`src/rtl/dm_pkg.sv`:
```
// -----------------------------------------------------------------------------
// dm_pkg
// Shared definitions for the data-memory access controller and the CPU
// writeback path: access-size encodings, FSM state encoding, requester
// indices, the latched request record and the alignment/legality check.
// -----------------------------------------------------------------------------
package dm_pkg;

    // Access size encodings (match the memory's Saveop input)
    localparam logic [1:0] SZ_WORD = 2'b00;
    localparam logic [1:0] SZ_BYTE = 2'b01;
    localparam logic [1:0] SZ_HALF = 2'b10;
    localparam logic [1:0] SZ_ILL  = 2'b11;

    // Requester indices
    localparam logic M_CPU = 1'b0;
    localparam logic M_DBG = 1'b1;

    typedef enum logic [1:0] {
        ST_IDLE   = 2'd0,
        ST_ACCESS = 2'd1,
        ST_RESP   = 2'd2
    } dm_state_e;

    // Request fields captured in the grant cycle
    typedef struct packed {
        logic        we;
        logic [1:0]  size;
        logic        uns;
        logic [11:0] addr;
        logic [31:0] wdata;
    } dm_req_t;

    // A request is illegal when its size is reserved or it is not naturally
    // aligned for its size.
    function automatic logic is_illegal(input logic [1:0] size, input logic [1:0] laddr);
        logic ill;
        case (size)
            SZ_WORD: ill = (laddr != 2'b00);
            SZ_HALF: ill = laddr[0];
            SZ_BYTE: ill = 1'b0;
            default: ill = 1'b1;
        endcase
        return ill;
    endfunction

endpackage

```
`src/rtl/dm_arbiter_if.sv`:
```
// -----------------------------------------------------------------------------
// dm_arbiter_if
// Bundles both requester ports (m0 = CPU load/store, m1 = loader/debug) and
// the data-memory control port of dm_arbiter.
//   slave  : the arbiter side (receives requests, drives memory controls)
//   master : the requester/memory side (drives requests and dm_dout)
// -----------------------------------------------------------------------------
interface dm_arbiter_if;

    // Requester 0 (CPU)
    logic        m0_req;
    logic        m0_we;
    logic [1:0]  m0_size;
    logic        m0_uns;
    logic [11:0] m0_addr;
    logic [31:0] m0_wdata;
    logic        m0_gnt;
    logic        m0_rvalid;
    logic        m0_err;
    logic [31:0] m0_rdata;

    // Requester 1 (loader/debug)
    logic        m1_req;
    logic        m1_we;
    logic [1:0]  m1_size;
    logic        m1_uns;
    logic [11:0] m1_addr;
    logic [31:0] m1_wdata;
    logic        m1_gnt;
    logic        m1_rvalid;
    logic        m1_err;
    logic [31:0] m1_rdata;

    // Data memory controls
    logic [9:0]  dm_addr;
    logic [1:0]  dm_laddr;
    logic [31:0] dm_din;
    logic        dm_MemRead;
    logic        dm_MemWrite;
    logic [1:0]  dm_Saveop;
    logic [31:0] dm_dout;

    modport slave (
        input  m0_req, m0_we, m0_size, m0_uns, m0_addr, m0_wdata,
        output m0_gnt, m0_rvalid, m0_err, m0_rdata,
        input  m1_req, m1_we, m1_size, m1_uns, m1_addr, m1_wdata,
        output m1_gnt, m1_rvalid, m1_err, m1_rdata,
        output dm_addr, dm_laddr, dm_din, dm_MemRead, dm_MemWrite, dm_Saveop,
        input  dm_dout
    );

    modport master (
        output m0_req, m0_we, m0_size, m0_uns, m0_addr, m0_wdata,
        input  m0_gnt, m0_rvalid, m0_err, m0_rdata,
        output m1_req, m1_we, m1_size, m1_uns, m1_addr, m1_wdata,
        input  m1_gnt, m1_rvalid, m1_err, m1_rdata,
        input  dm_addr, dm_laddr, dm_din, dm_MemRead, dm_MemWrite, dm_Saveop,
        output dm_dout
    );

endinterface

```
`src/rtl/dm_load_ext.sv`:
```
// -----------------------------------------------------------------------------
// dm_load_ext
// Combinational load-lane extraction with sign/zero extension.
//   word_i  : full 32-bit memory word
//   size_i  : access size (SZ_WORD / SZ_BYTE / SZ_HALF)
//   uns_i   : 1 = zero-extend, 0 = sign-extend
//   laddr_i : byte offset within the word
//   rdata_o : extended result
// -----------------------------------------------------------------------------
module dm_load_ext
    import dm_pkg::*;
(
    input  logic [31:0] word_i,
    input  logic [1:0]  size_i,
    input  logic        uns_i,
    input  logic [1:0]  laddr_i,
    output logic [31:0] rdata_o
);

    logic [7:0]  byte_lane;
    logic [15:0] half_lane;

    assign byte_lane = word_i[{laddr_i, 3'b000} +: 8];
    assign half_lane = laddr_i[1] ? word_i[31:16] : word_i[15:0];

    always_comb begin
        rdata_o = word_i;
        case (size_i)
            SZ_BYTE: rdata_o = {{24{~uns_i & byte_lane[7]}}, byte_lane};
            SZ_HALF: rdata_o = {{16{~uns_i & half_lane[15]}}, half_lane};
            default: rdata_o = word_i;
        endcase
    end

endmodule

```
`src/rtl/dm_arbiter.sv`:
```
// -----------------------------------------------------------------------------
// dm_arbiter
// Two-requester access controller for the 4 KB single-port data memory.
// Each access runs IDLE/RESP (grant) -> ACCESS (memory cycle) -> RESP.
//   RR   : 1 = round-robin on ties, 0 = m0 always wins
//   clk  : system clock
//   rst  : synchronous active-low reset
//   bus  : requester ports m0/m1 and memory controls (dm_arbiter_if.slave)
// Grants are combinational in IDLE/RESP; all other outputs derive from
// registered state. Illegal requests are granted but never enable memory.
// -----------------------------------------------------------------------------
module dm_arbiter
    import dm_pkg::*;
#(
    parameter bit RR = 1'b1
) (
    input  logic         clk,
    input  logic         rst,
    dm_arbiter_if.slave  bus
);

    dm_state_e   state_q;
    logic        last_grant_q;
    logic        owner_q;
    dm_req_t     lat_q;
    logic        illegal_q;
    logic [31:0] word_q;

    logic [1:0]  req;
    dm_req_t     req_fields [2];
    logic        grant_ok;
    logic        winner;
    dm_req_t     win_fields;
    logic [1:0]  gnt;
    logic [1:0]  rvalid;
    logic [1:0]  err;
    logic [31:0] rdata [2];
    logic        in_access;
    logic        in_resp;
    logic        mem_rd;
    logic        mem_wr;
    logic [31:0] ext_data;

    assign req = {bus.m1_req, bus.m0_req};

    assign req_fields[0] = '{we: bus.m0_we, size: bus.m0_size, uns: bus.m0_uns,
                             addr: bus.m0_addr, wdata: bus.m0_wdata};
    assign req_fields[1] = '{we: bus.m1_we, size: bus.m1_size, uns: bus.m1_uns,
                             addr: bus.m1_addr, wdata: bus.m1_wdata};

    // Grants are suppressed while reset is asserted so nothing is latched
    // that the reset would then discard.
    assign grant_ok = rst && ((state_q == ST_IDLE) || (state_q == ST_RESP)) && (|req);

    // m1 wins when alone, or on a tie in round-robin mode when m0 had the
    // last grant.
    assign winner     = (req[1] && (!req[0] || (RR && (last_grant_q == M_CPU)))) ? M_DBG : M_CPU;
    assign win_fields = winner ? req_fields[1] : req_fields[0];

    assign in_access = (state_q == ST_ACCESS);
    assign in_resp   = (state_q == ST_RESP);
    assign mem_rd    = in_access && !illegal_q && !lat_q.we;
    assign mem_wr    = in_access && !illegal_q &&  lat_q.we;

    always_ff @(posedge clk) begin
        if (!rst) begin
            state_q      <= ST_IDLE;
            last_grant_q <= M_DBG;
            owner_q      <= M_CPU;
            lat_q        <= '0;
            illegal_q    <= 1'b0;
            word_q       <= '0;
        end else begin
            case (state_q)
                ST_IDLE, ST_RESP: begin
                    if (grant_ok) begin
                        state_q      <= ST_ACCESS;
                        owner_q      <= winner;
                        last_grant_q <= winner;
                        lat_q        <= win_fields;
                        illegal_q    <= is_illegal(win_fields.size, win_fields.addr[1:0]);
                    end else begin
                        state_q <= ST_IDLE;
                    end
                end
                ST_ACCESS: begin
                    state_q <= ST_RESP;
                    // Read data is only meaningful for legal loads
                    word_q  <= mem_rd ? bus.dm_dout : '0;
                end
                default: state_q <= ST_IDLE;
            endcase
        end
    end

    dm_load_ext u_load_ext (
        .word_i  (word_q),
        .size_i  (lat_q.size),
        .uns_i   (lat_q.uns),
        .laddr_i (lat_q.addr[1:0]),
        .rdata_o (ext_data)
    );

    // Per-requester grant and response routing
    generate
        for (genvar gi = 0; gi < 2; gi++) begin : g_port
            localparam logic IDX = (gi == 1);
            assign gnt[gi]    = grant_ok && (winner == IDX);
            assign rvalid[gi] = in_resp && (owner_q == IDX);
            assign err[gi]    = rvalid[gi] && illegal_q;
            assign rdata[gi]  = (rvalid[gi] && !illegal_q && !lat_q.we) ? ext_data : '0;
        end
    endgenerate

    assign bus.m0_gnt    = gnt[0];
    assign bus.m0_rvalid = rvalid[0];
    assign bus.m0_err    = err[0];
    assign bus.m0_rdata  = rdata[0];
    assign bus.m1_gnt    = gnt[1];
    assign bus.m1_rvalid = rvalid[1];
    assign bus.m1_err    = err[1];
    assign bus.m1_rdata  = rdata[1];

    // Address/data are presented for every access cycle; only the enables
    // are withheld for illegal requests.
    assign bus.dm_addr     = in_access ? lat_q.addr[11:2] : '0;
    assign bus.dm_laddr    = in_access ? lat_q.addr[1:0]  : '0;
    assign bus.dm_din      = in_access ? lat_q.wdata      : '0;
    assign bus.dm_Saveop   = in_access ? lat_q.size       : '0;
    assign bus.dm_MemRead  = mem_rd;
    assign bus.dm_MemWrite = mem_wr;

endmodule
```
`src/flat_wrapper.sv`:
```
// flat-port wrapper written by rule: the top's interface ports become plain ports
module dm_arbiter_flat import dm_pkg::*;
#(
    parameter bit RR = 1'b1
)
  (clk, rst, bus_m0_req, bus_m0_we, bus_m0_size, bus_m0_uns, bus_m0_addr, bus_m0_wdata, bus_m0_gnt, bus_m0_rvalid, bus_m0_err, bus_m0_rdata, bus_m1_req, bus_m1_we, bus_m1_size, bus_m1_uns, bus_m1_addr, bus_m1_wdata, bus_m1_gnt, bus_m1_rvalid, bus_m1_err, bus_m1_rdata, bus_dm_addr, bus_dm_laddr, bus_dm_din, bus_dm_MemRead, bus_dm_MemWrite, bus_dm_Saveop, bus_dm_dout);
  dm_arbiter_if bus_i ();
  input  logic clk;
  input  logic rst;
  input wire logic [$bits(bus_i.m0_req)-1:0] bus_m0_req;
  input wire logic [$bits(bus_i.m0_we)-1:0] bus_m0_we;
  input wire logic [$bits(bus_i.m0_size)-1:0] bus_m0_size;
  input wire logic [$bits(bus_i.m0_uns)-1:0] bus_m0_uns;
  input wire logic [$bits(bus_i.m0_addr)-1:0] bus_m0_addr;
  input wire logic [$bits(bus_i.m0_wdata)-1:0] bus_m0_wdata;
  output wire logic [$bits(bus_i.m0_gnt)-1:0] bus_m0_gnt;
  output wire logic [$bits(bus_i.m0_rvalid)-1:0] bus_m0_rvalid;
  output wire logic [$bits(bus_i.m0_err)-1:0] bus_m0_err;
  output wire logic [$bits(bus_i.m0_rdata)-1:0] bus_m0_rdata;
  input wire logic [$bits(bus_i.m1_req)-1:0] bus_m1_req;
  input wire logic [$bits(bus_i.m1_we)-1:0] bus_m1_we;
  input wire logic [$bits(bus_i.m1_size)-1:0] bus_m1_size;
  input wire logic [$bits(bus_i.m1_uns)-1:0] bus_m1_uns;
  input wire logic [$bits(bus_i.m1_addr)-1:0] bus_m1_addr;
  input wire logic [$bits(bus_i.m1_wdata)-1:0] bus_m1_wdata;
  output wire logic [$bits(bus_i.m1_gnt)-1:0] bus_m1_gnt;
  output wire logic [$bits(bus_i.m1_rvalid)-1:0] bus_m1_rvalid;
  output wire logic [$bits(bus_i.m1_err)-1:0] bus_m1_err;
  output wire logic [$bits(bus_i.m1_rdata)-1:0] bus_m1_rdata;
  output wire logic [$bits(bus_i.dm_addr)-1:0] bus_dm_addr;
  output wire logic [$bits(bus_i.dm_laddr)-1:0] bus_dm_laddr;
  output wire logic [$bits(bus_i.dm_din)-1:0] bus_dm_din;
  output wire logic [$bits(bus_i.dm_MemRead)-1:0] bus_dm_MemRead;
  output wire logic [$bits(bus_i.dm_MemWrite)-1:0] bus_dm_MemWrite;
  output wire logic [$bits(bus_i.dm_Saveop)-1:0] bus_dm_Saveop;
  input wire logic [$bits(bus_i.dm_dout)-1:0] bus_dm_dout;
  assign bus_i.m0_req = bus_m0_req;
  assign bus_i.m0_we = bus_m0_we;
  assign bus_i.m0_size = bus_m0_size;
  assign bus_i.m0_uns = bus_m0_uns;
  assign bus_i.m0_addr = bus_m0_addr;
  assign bus_i.m0_wdata = bus_m0_wdata;
  assign bus_m0_gnt = bus_i.m0_gnt;
  assign bus_m0_rvalid = bus_i.m0_rvalid;
  assign bus_m0_err = bus_i.m0_err;
  assign bus_m0_rdata = bus_i.m0_rdata;
  assign bus_i.m1_req = bus_m1_req;
  assign bus_i.m1_we = bus_m1_we;
  assign bus_i.m1_size = bus_m1_size;
  assign bus_i.m1_uns = bus_m1_uns;
  assign bus_i.m1_addr = bus_m1_addr;
  assign bus_i.m1_wdata = bus_m1_wdata;
  assign bus_m1_gnt = bus_i.m1_gnt;
  assign bus_m1_rvalid = bus_i.m1_rvalid;
  assign bus_m1_err = bus_i.m1_err;
  assign bus_m1_rdata = bus_i.m1_rdata;
  assign bus_dm_addr = bus_i.dm_addr;
  assign bus_dm_laddr = bus_i.dm_laddr;
  assign bus_dm_din = bus_i.dm_din;
  assign bus_dm_MemRead = bus_i.dm_MemRead;
  assign bus_dm_MemWrite = bus_i.dm_MemWrite;
  assign bus_dm_Saveop = bus_i.dm_Saveop;
  assign bus_i.dm_dout = bus_dm_dout;
  dm_arbiter #(.RR(RR)) u_core (.clk(clk), .rst(rst), .bus(bus_i));
endmodule
```
`config.mk`:
```
export PLATFORM = sky130hd
export DESIGN_NAME = dm_arbiter_flat
export DESIGN_NICKNAME = d
export VERILOG_FILES = /design/src/rtl/dm_pkg.sv /design/src/rtl/dm_arbiter_if.sv /design/src/rtl/dm_load_ext.sv /design/src/rtl/dm_arbiter.sv /design/src/flat_wrapper.sv
export SDC_FILE = /design/constraint.sdc
export NUM_CORES = 1
export LEC_CHECK = 0
export CAP_MARGIN = 30
export CORE_ASPECT_RATIO = 0.6
export CORE_MARGIN = 1.5
export CORE_UTILIZATION = 37
export CTS_CLUSTER_SIZE = 30
export DETAILED_ROUTE_END_ITERATION = 16
export PLACE_DENSITY = 0.79
export RECOVER_POWER = 25
export SLEW_MARGIN = 40
export SYNTH_ARGS = -nofsm -noshare
export SYNTH_HDL_FRONTEND = slang
export SYNTH_SLANG_ARGS = --single-unit
```
`constraint.sdc`:
```
create_clock -name clk -period 2.2 [get_ports clk]
set_input_delay 0.55 -clock clk [delete_from_list [all_inputs] [get_ports clk]]
set_output_delay 0.55 -clock clk [all_outputs]
set_load 0.01 [all_outputs]
```
# [After elaboration in Yosys (flattened, before gate mapping)]
# Index checks and enable logic that the tools add are counted.
[op_classes] n_eq_ne=6 shift=1 n_mux=14 n_bitwise=6 reduce_logical=27
[ops] cell="$mux W32" count=4
[ops] cell="$pmux W32 S2" count=1
[ops] cell="$mux W48" count=1
[ops] cell="$shiftx A32 B6 Y8" count=1
[ops] cell="$logic_and A1 B1 Y1" count=16
[ops] cell="$mux W16" count=1
[ops] cell="$mux W10" count=1
[ops] cell="$eq A2 B1 Y1 const B" count=3
[ops] cell="$eq A2 B2 Y1 const B" count=3
[ops] cell="$logic_not A2 Y1" count=2
[ops] cell="$mux W2" count=2
[ops] cell="$not A1 Y1" count=4
[ops] cell="$pmux W2 S2" count=1
[ops] cell="$reduce_or A2 Y1" count=2
[ops] cell="$logic_not A1 Y1" count=3
[ops] cell="$pmux W1 S3" count=1
[ops] cell="$and A1 B1 Y1" count=2
[ops] cell="$logic_or A1 B1 Y1" count=2
[ops] cell="$mux W1" count=2
[ops] cell="$reduce_and A2 Y1" count=1
[ops] cell="$reduce_bool A2 Y1" count=1
[totals] register_bits=85 inputBits=132

# [Longest topological paths before layout]
# Gate-level depths: netlist of the first run.
[logic_depth] word_depth=7 depth_mapped=7 mapped_depth_nobuf=5

# [By module]
# A second synthesis of the first run with hierarchy kept.
[unflattened] cells_unflattened=650 area_unflattened_um2=5218.8
[modules_own_cells] mod="dm_arbiter" instances=1 cells_each=540 area_per_inst_um2=4520.6 seq_area_each_um2=1701.6
[modules_own_cells] mod="dm_load_ext" instances=1 cells_each=110 area_per_inst_um2=698.2 seq_area_each_um2=0.0

# [Worst setup path after synthesis of the first run]
# OpenSTA, ideal clock, no wires.
[synth_path] path_kind="register to output" start="register u_core.lat_q[45] in the netlist's numbering" end="output bus_m1_rdata[11]" arrival_time_ns=1.748 required_ns=1.650 setup_slack_ns=-0.098 path_stages_with_launch=8 path_cell_list="dfxtp_1 > inv_1 > ha_1 > buf_2 > inv_1 > clkbuf_1 > nor2_1 > a211oi_1"
[synth_between] elab_chain_len=3
[synth_lines] item="start, declared" line="dm_arbiter.sv:25" source="dm_req_t lat_q;"
[synth_lines] item="start signal, assigned" line="dm_arbiter.sv:80" source="lat_q <= win_fields;"
[synth_lines] item="$eq A2 B2 Y1 or $eq A2 B1 Y1 (tied branches)" line="dm_load_ext.sv:28" source="case (size_i)"
[synth_lines] item="$pmux W32 S2 (*)" line="dm_load_ext.sv:28"
[synth_lines] item="$mux W32 (*)" line="dm_arbiter.sv:111" source="assign rdata[gi] = (rvalid[gi] && !illegal_q && !lat_q.we) ? ext_data : '0;"
[synth_lines] item="end, declared" line="flat_wrapper.sv:29" source="output wire logic [$bits(bus_i.m1_rdata)-1:0] bus_m1_rdata;"
# Mark *: on every way between the ends. The rest lies on a longest branch, timed or not.

# [Final worst setup path of the first run]
[layout_path] start="register u_core.lat_q[45] in the netlist's numbering" end="output bus_m0_rdata[12]"
[layout_between] elab_chain_len=3
[layout_lines] item="$eq A2 B2 Y1 or $eq A2 B1 Y1 (tied branches)" line="dm_load_ext.sv:28"
[layout_lines] item="$pmux W32 S2 (*)" line="dm_load_ext.sv:28"
[layout_lines] item="$mux W32 (*)" line="dm_arbiter.sv:111"
[layout_lines] item="end, declared" line="flat_wrapper.sv:19" source="output wire logic [$bits(bus_i.m0_rdata)-1:0] bus_m0_rdata;"
# Marks and branches as above.

==> results.json, run 1 <==
{
  "grt_usage_pct": 28.4,
  "critPathSlowestCell": "a221oi_4",
  "vias": 6182,
  "grt_pass1_wl_um": 30900,
  "drc": 0,
  "fin_ws_ns": -0.276,
  "clkLatencyLatePin_ns": 0.33,
  "firstDrtPassIters": 5,
  "finClkSkew_ns": 0.00909,
  "grt_overflow": 0,
  "dpl.cell_count": 1036,
  "critPathCaptureType": "output port",
  "cp_max_fo": 8,
  "period_minus_slack_ns": 2.48,
  "synth-seq-cells": 85,
  "synth_edf_count": 0,
  "syn_area_um2": 4870,
  "start_kind": "flop",
  "worst_hold_path_type": "reg2reg",
  "wirelength_um": 20000,
  "max_cap_violations": 0,
  "synth_cell_types": 37,
  "yosys_warnings": 0,
  "power_leakage_nw": 3.16,
  "synth.most_common_cell": "a31oi_1",
  "slew_viol_final": 0,
  "synthArstFlopShare_pct": 0,
  "io_buffers": 249,
  "setup_viol_count_final": 64,
  "worst-path-buf-inv": 3,
  "wire_per_inst_um": 18.7,
  "synth_cells": 641,
  "fp.dieArea_um2": 13900,
  "fmax_mhz": 404,
  "cts_sinks": 85,
  "h-tree-depth": 3,
  "grt_max_degree": 51,
  "clkSlewWorstSetupHoldPaths_ns": 0.06,
  "path_cells": "buf_6 -> ha_4 -> and3b_2 -> a221oi_4 -> buf_6 -> a211oi_2 -> buf_2",
  "nets": 1026,
  "power_density_nw_per_um2": 568,
  "tightest_slew_ns": 1.00,
  "ant_nets": 0,
  "failed_checks": "setup timing",
  "yosys-top-cells-area": "dfxtp_1 (35%), a31oi_1 (12%), nand3_1 (9.2%), and2_1 (5.9%), o21ai_0 (5.2%)",
  "max-vdd-ir-drop_uv": 363,
  "cts_buffers": 9,
  "hold_viol_final": 0,
  "antenna_found_initial": 1,
  "io_pins": 250,
  "pre_cts_slack_ns": -0.428,
  "synth_top_area_share_pct": 34.9,
  "worst_ep_arrival_time_ns": 1.93,
  "dp_hpwl_um": 13700,
  "drtIter0Drc": 457,
  "cp_common_cell": "buf_6",
  "p_total_mw": 4.70,
  "drive_gt1_share_pct": 28.2,
  "synth_nets": 775,
  "grt_pass1_vias": 5720,
  "final_cells": 1068,
  "cp_top_family": "buffers and inverters",
  "relSlewSlack_pct": 33.3,
  "rsz0062_at_grt": "true",
  "required_ns": 1.65,
  "rows": 32,
  "gp_congestion": 0.954,
  "cts-root-buf": "clkbuf_16",
  "synth_top_area_cell": "dfxtp_1",
  "synth_ff_type": "dfxtp_1",
  "tritoncts": "yes",
  "die_x_um": 151,
  "core_um2": 12900,
  "critPathKind": "reg2out",
  "ys_seq_area_share_pct": 34.9,
  "finalCritPeriodShare_pct": 113,
  "die_y_um": 91.9,
  "avgViaCountPerCell": 5.79,
  "clockBufferDepth": 2,
  "start_util_pct": 37.9,
  "syn_area_per_cell_um2": 7.60,
  "status": "complete, but fails checks",
  "critical_path.max_stage_delay_ns": 0.34,
  "synth_commonest_cells": "a31oi_1 (93), nand3_1 (90), dfxtp_1 (85)",
  "syn_to_final_growth_pct": 69.8
}
-- per-layer routing --
metal  vias up  wire length [µm]  global-route usage, %
met1      2911              8670                   38.4
met4         0               316                   7.28
met2       354              8370                   41.3
li1       2889                 -                      -
met5         -                 0                      0
met3        28              2620                   12.0
-- cells by family (layout without fill, tap and decap cells) --
family / after synthesis / after routing / synth area share [%]
and+or+nand+nor: 238 / 238 / 24.5
AOI/OAI and AO/OA: 220 / 220 / 29.9
DFF: 85 / 85 / 34.9
buffers and inverters: 83 / 339 / 7.21
muxes: 13 / 13 / 2.98
adders and majority gates: 2 / 2 / 0.513
other: 0 / 1 / 0
-- worst register-to-register path, delay by kind of cell, from the launching register on --
| kind | cells | cell delay [ns] |
|---|---|---|
| AOI/OAI and AO/OA | 2 | 0.42 |
| buffers and inverters | 4 | 0.79 |
| DFF | 1 | 0.33 |
| and+or+nand+nor | 1 | 0.14 |
-- state kept, by name, indices dropped and copies added, names as in the netlist --
signal / cells
u_core.lat_q: 48
u_core.word_q: 32
u_core.state_q: 2
u_core.illegal_q: 1
u_core.last_grant_q: 1
u_core.owner_q: 1
-- stage by stage --
| stage | setup TNS [ns] | hold WS [ns] | util [%] | instance area, µm² |
|---|---|---|---|---|
| finish | -12.11 | 0.484 | 64.4 | 8280 |
| global route | -16.21 | 0.501 | 64.4 | 8270 |
| CTS | -11.30 | 0.485 | 64.7 | 8310 |
| detailed placement | -21.83 | 0.476 | 61.0 | 7840 |
| global placement | -20.64 | 0.471 | 61.0 | 7840 |
| floorplan | 0 | 0.450 | - | 4890 |
-- cell usage in the layout (no fill, tap or decap), drive strengths merged, types with 3 or more instances in the layout --
master,n
a211oi,16
and2,46
nand3,90
inv,7
o211ai,12
clkbuf,25
nor2b,4
o2111ai,8
nand2b,6
nand2,35
and3b,4
dfxtp,85
mux2,9
nor3b,3
bufinv,3
a22oi,32
nor2,47
buf,140
a31oi,93
clkdlybuf4s50,132
o21ai,51
dlygate4sd2,5
clkdlybuf4s15,24
mux2i,4
-- final cells by class --
class                      count  area [µm²]
inverter                       7        33.8
fill                        1122        4580
clock buffer                  11         243
sequential                    85        1710
antenna                        1        2.50
timing repair buffer         316        2830
clock inverter                 5         108
multi-input combinational    473        3140
tap                          170         213
-- path summary, 6_finish.rpt --
kind,from,to,slack [ns],depth (start not counted)
setup / recovery,u_core.lat_q[45],bus_m0_rdata[12],-0.28,7
hold / removal,u_core.lat_q[31],u_core.lat_q[31],0.48,2
setup reg to reg,u_core.state_q[0],u_core.lat_q[45],0.43,7
hold reg to reg,u_core.lat_q[31],u_core.lat_q[31],0.48,2
-- where the power goes --
part,internal [mW],leakage (nW),switching [mW]
logic,0.608,2.29,0.608
clock network,1.15,0.170,0.631
registers,1.64,0.697,0.0692
-- timing repair --
item / 4_1_cts / 5_1_grt
gates cloned: 5 / 0
setup endpoints to repair: 116 / 111
gates resized for setup: 425 / 62
setup buffers: 8 / 6
pin swaps: 22 / 19
hold buffers: 0 / 0
Note: power is estimated with default switching activity, not from simulation.
==> run 2, diff against run 1 <==
==> constraint.sdc (replaced) <==
create_clock -name clk -period 2.2 [get_ports clk]
set_input_delay 0.55 -clock clk [delete_from_list [all_inputs] [get_ports clk]]
set_output_delay 0.55 -clock clk [all_outputs]
set_load 0.05 [all_outputs]
==> run 2 against run 1 <==
First-iteration DRC count increased by 29%. The flow still finishes with violations (setup timing). Utilization increased by 20 points. Setup slack got worse by 0.21 ns. Global-route usage increased by 5.2 points. Design area increased by 30%. Clock skew decreased by 0.00082 ns. Register-to-register slack got worse by 0.37 ns. Total power increased by 0.95%. Cell count increased by 1.8%. Sequential share of layout area decreased by 4.8 points.
==> results.json, run 2 (synthesized netlist as in run 1, its figures left out) <==
{
  "diodes": 0,
  "setup_viol_count_final": 105,
  "final_common_cell": "clkdlybuf4s50_1",
  "cp_top_family": "buffers and inverters",
  "critPathCaptureType": "output port",
  "hold_viol_final": 0,
  "finalSetupTns_ns": -25.13,
  "power_leakage_nw": 3.63,
  "start_util_pct": 37.9,
  "drtIter0Drc": 588,
  "top_register": "u_core.lat_q",
  "max_cap_violations": 0,
  "largest_reg_flops": 48,
  "tritoncts": "yes",
  "avgViaCountPerCell": 6.11,
  "grt_usage_pct": 33.6,
  "cts_sinks": 85,
  "nets": 1046,
  "cts-root-buf": "clkbuf_16",
  "period_minus_slack_ns": 2.69,
  "die_x_um": 151,
  "failed_checks": "setup timing",
  "critical_path.max_stage_delay_ns": 0.39,
  "io_pins": 250,
  "antenna_found_initial": 0,
  "largestRegisters": "u_core.lat_q: 48 flops, u_core.word_q: 32 flops, u_core.state_q: 2 flops",
  "wire_per_inst_um": 23.3,
  "rows": 32,
  "critPathKind": "reg2out",
  "cts_buffers": 9,
  "slew_viol_final": 0,
  "grt_pass1_vias": 6516,
  "final_cell_mix": "clkdlybuf4s50_1 (131), buf_12 (114), nand3_1 (88)",
  "nFillCells": 646,
  "fmax_mhz": 372,
  "status": "complete, but fails checks",
  "clkLatencyLatePin_ns": 0.34,
  "firstDrtPassIters": 7,
  "vias": 6647,
  "ant_nets": 0,
  "worst-path-buf-inv": 4,
  "start_kind": "flop",
  "io_buffers": 249,
  "max-vdd-ir-drop_uv": 437,
  "p_total_mw": 4.74,
  "rsz0062_at_grt": "true",
  "grt_max_degree": 46,
  "core_um2": 12900,
  "finClkSkew_ns": 0.00827,
  "grt_pass1_wl_um": 36000,
  "drc": 0,
  "grt_overflow": 0,
  "finalCritPeriodShare_pct": 122,
  "required_ns": 1.65,
  "critPathSlowestCell": "dfxtp_4",
  "fp.dieArea_um2": 13900,
  "dp_hpwl_um": 16800,
  "h-tree-depth": 3,
  "worst_hold_path_type": "reg2reg",
  "gp_congestion": 0.938,
  "pre_cts_slack_ns": -0.160,
  "wirelength_um": 25300,
  "fin_ws_ns": -0.485,
  "relSlewSlack_pct": 60.3,
  "worst_ep_arrival_time_ns": 2.14,
  "power_density_nw_per_um2": 439,
  "clkSlewWorstSetupHoldPaths_ns": 0.07,
  "path_cells": "inv_4 -> ha_4 -> and3b_1 -> a221oi_4 -> buf_4 -> buf_12 -> a211oi_4 -> buf_6",
  "syn_to_final_growth_pct": 122,
  "cp_max_fo": 7,
  "die_y_um": 91.9,
  "clockBufferDepth": 2,
  "drive_gt1_share_pct": 40.8,
  "postCtsHoldBufs": 0,
  "final_util_pct": 84.0,
  "tightest_slew_ns": 0.595
}
run 2: cell count changes in the layout (fill, tap and decap cells not counted), sizes merged, moves of 3 or more:
cell / change
bufinv: -3
clkbuf: -7
clkdlybuf4s15: -24
buf: +58
dlygate4sd2: -5
clkinvlp: +3
run 2: final timing paths:
kind,startpoint,end,slack (ns),cells past startpoint
setup / recovery,u_core.lat_q[46],bus_m0_rdata[10],-0.49,8
hold / removal,u_core.lat_q[30],u_core.lat_q[30],0.49,2
setup reg to reg,u_core.state_q[0],u_core.lat_q[35],0.06,9
hold reg to reg,u_core.lat_q[30],u_core.lat_q[30],0.49,2
run 2: stage by stage:
step | instances | hold WS (ns) | instance area, µm²
final | 1087 | 0.494 | 10800
after global routing | 1087 | 0.512 | 10800
after CTS | 1071 | 0.486 | 10500
after detailed placement | 1037 | 0.477 | 9850
after global placement | 1037 | 0.469 | 9850
after floorplan | 641 | 0.450 | 6020
run 2: repair_timing:
action,in CTS,in global routing
pin swaps,13,66
resized for setup,42,57
cloned,3,6
setup buffers,15,13
setup endpoints to repair,104,90
run 2: final cells by class:
type | count | area, µm² | share of cell area [%]
Timing Repair Buffer | 336 | 4510 | 41.8
Multi-Input combinational cell | 473 | 4040 | 37.4
Sequential cell | 85 | 1720 | 15.9
Clock buffer | 11 | 243 | 2.25
Tap cell | 170 | 213 | 1.97
Clock inverter | 5 | 36.3 | 0.336
Inverter | 7 | 33.8 | 0.313
run 2: power breakdown:
part           internal [mW]  switching (mW)
Clock                  0.797           0.664
Sequential              1.64          0.0933
Combinational          0.704           0.848
Total                   3.14            1.61
run 2: metal layers:
layer	track usage (%)	vias to the layer above	wire length, µm
met1	42.2	3215	9780
met4	9.95	0	877
met2	56.2	432	12100
met5	0	-	0
li1	-	2922	-
met3	9.30	78	2570
run 2: worst reg2reg max path: stages, from the launching register on:
cell and delay, ns:
dfxtp_4 0.36, buf_8 0.12, buf_4 0.15, buf_4 0.16
nor2b_1 0.24, buf_4 0.17, buf_4 0.09, buf_4 0.31
nand3_1 0.14, a31oi_1 0.29
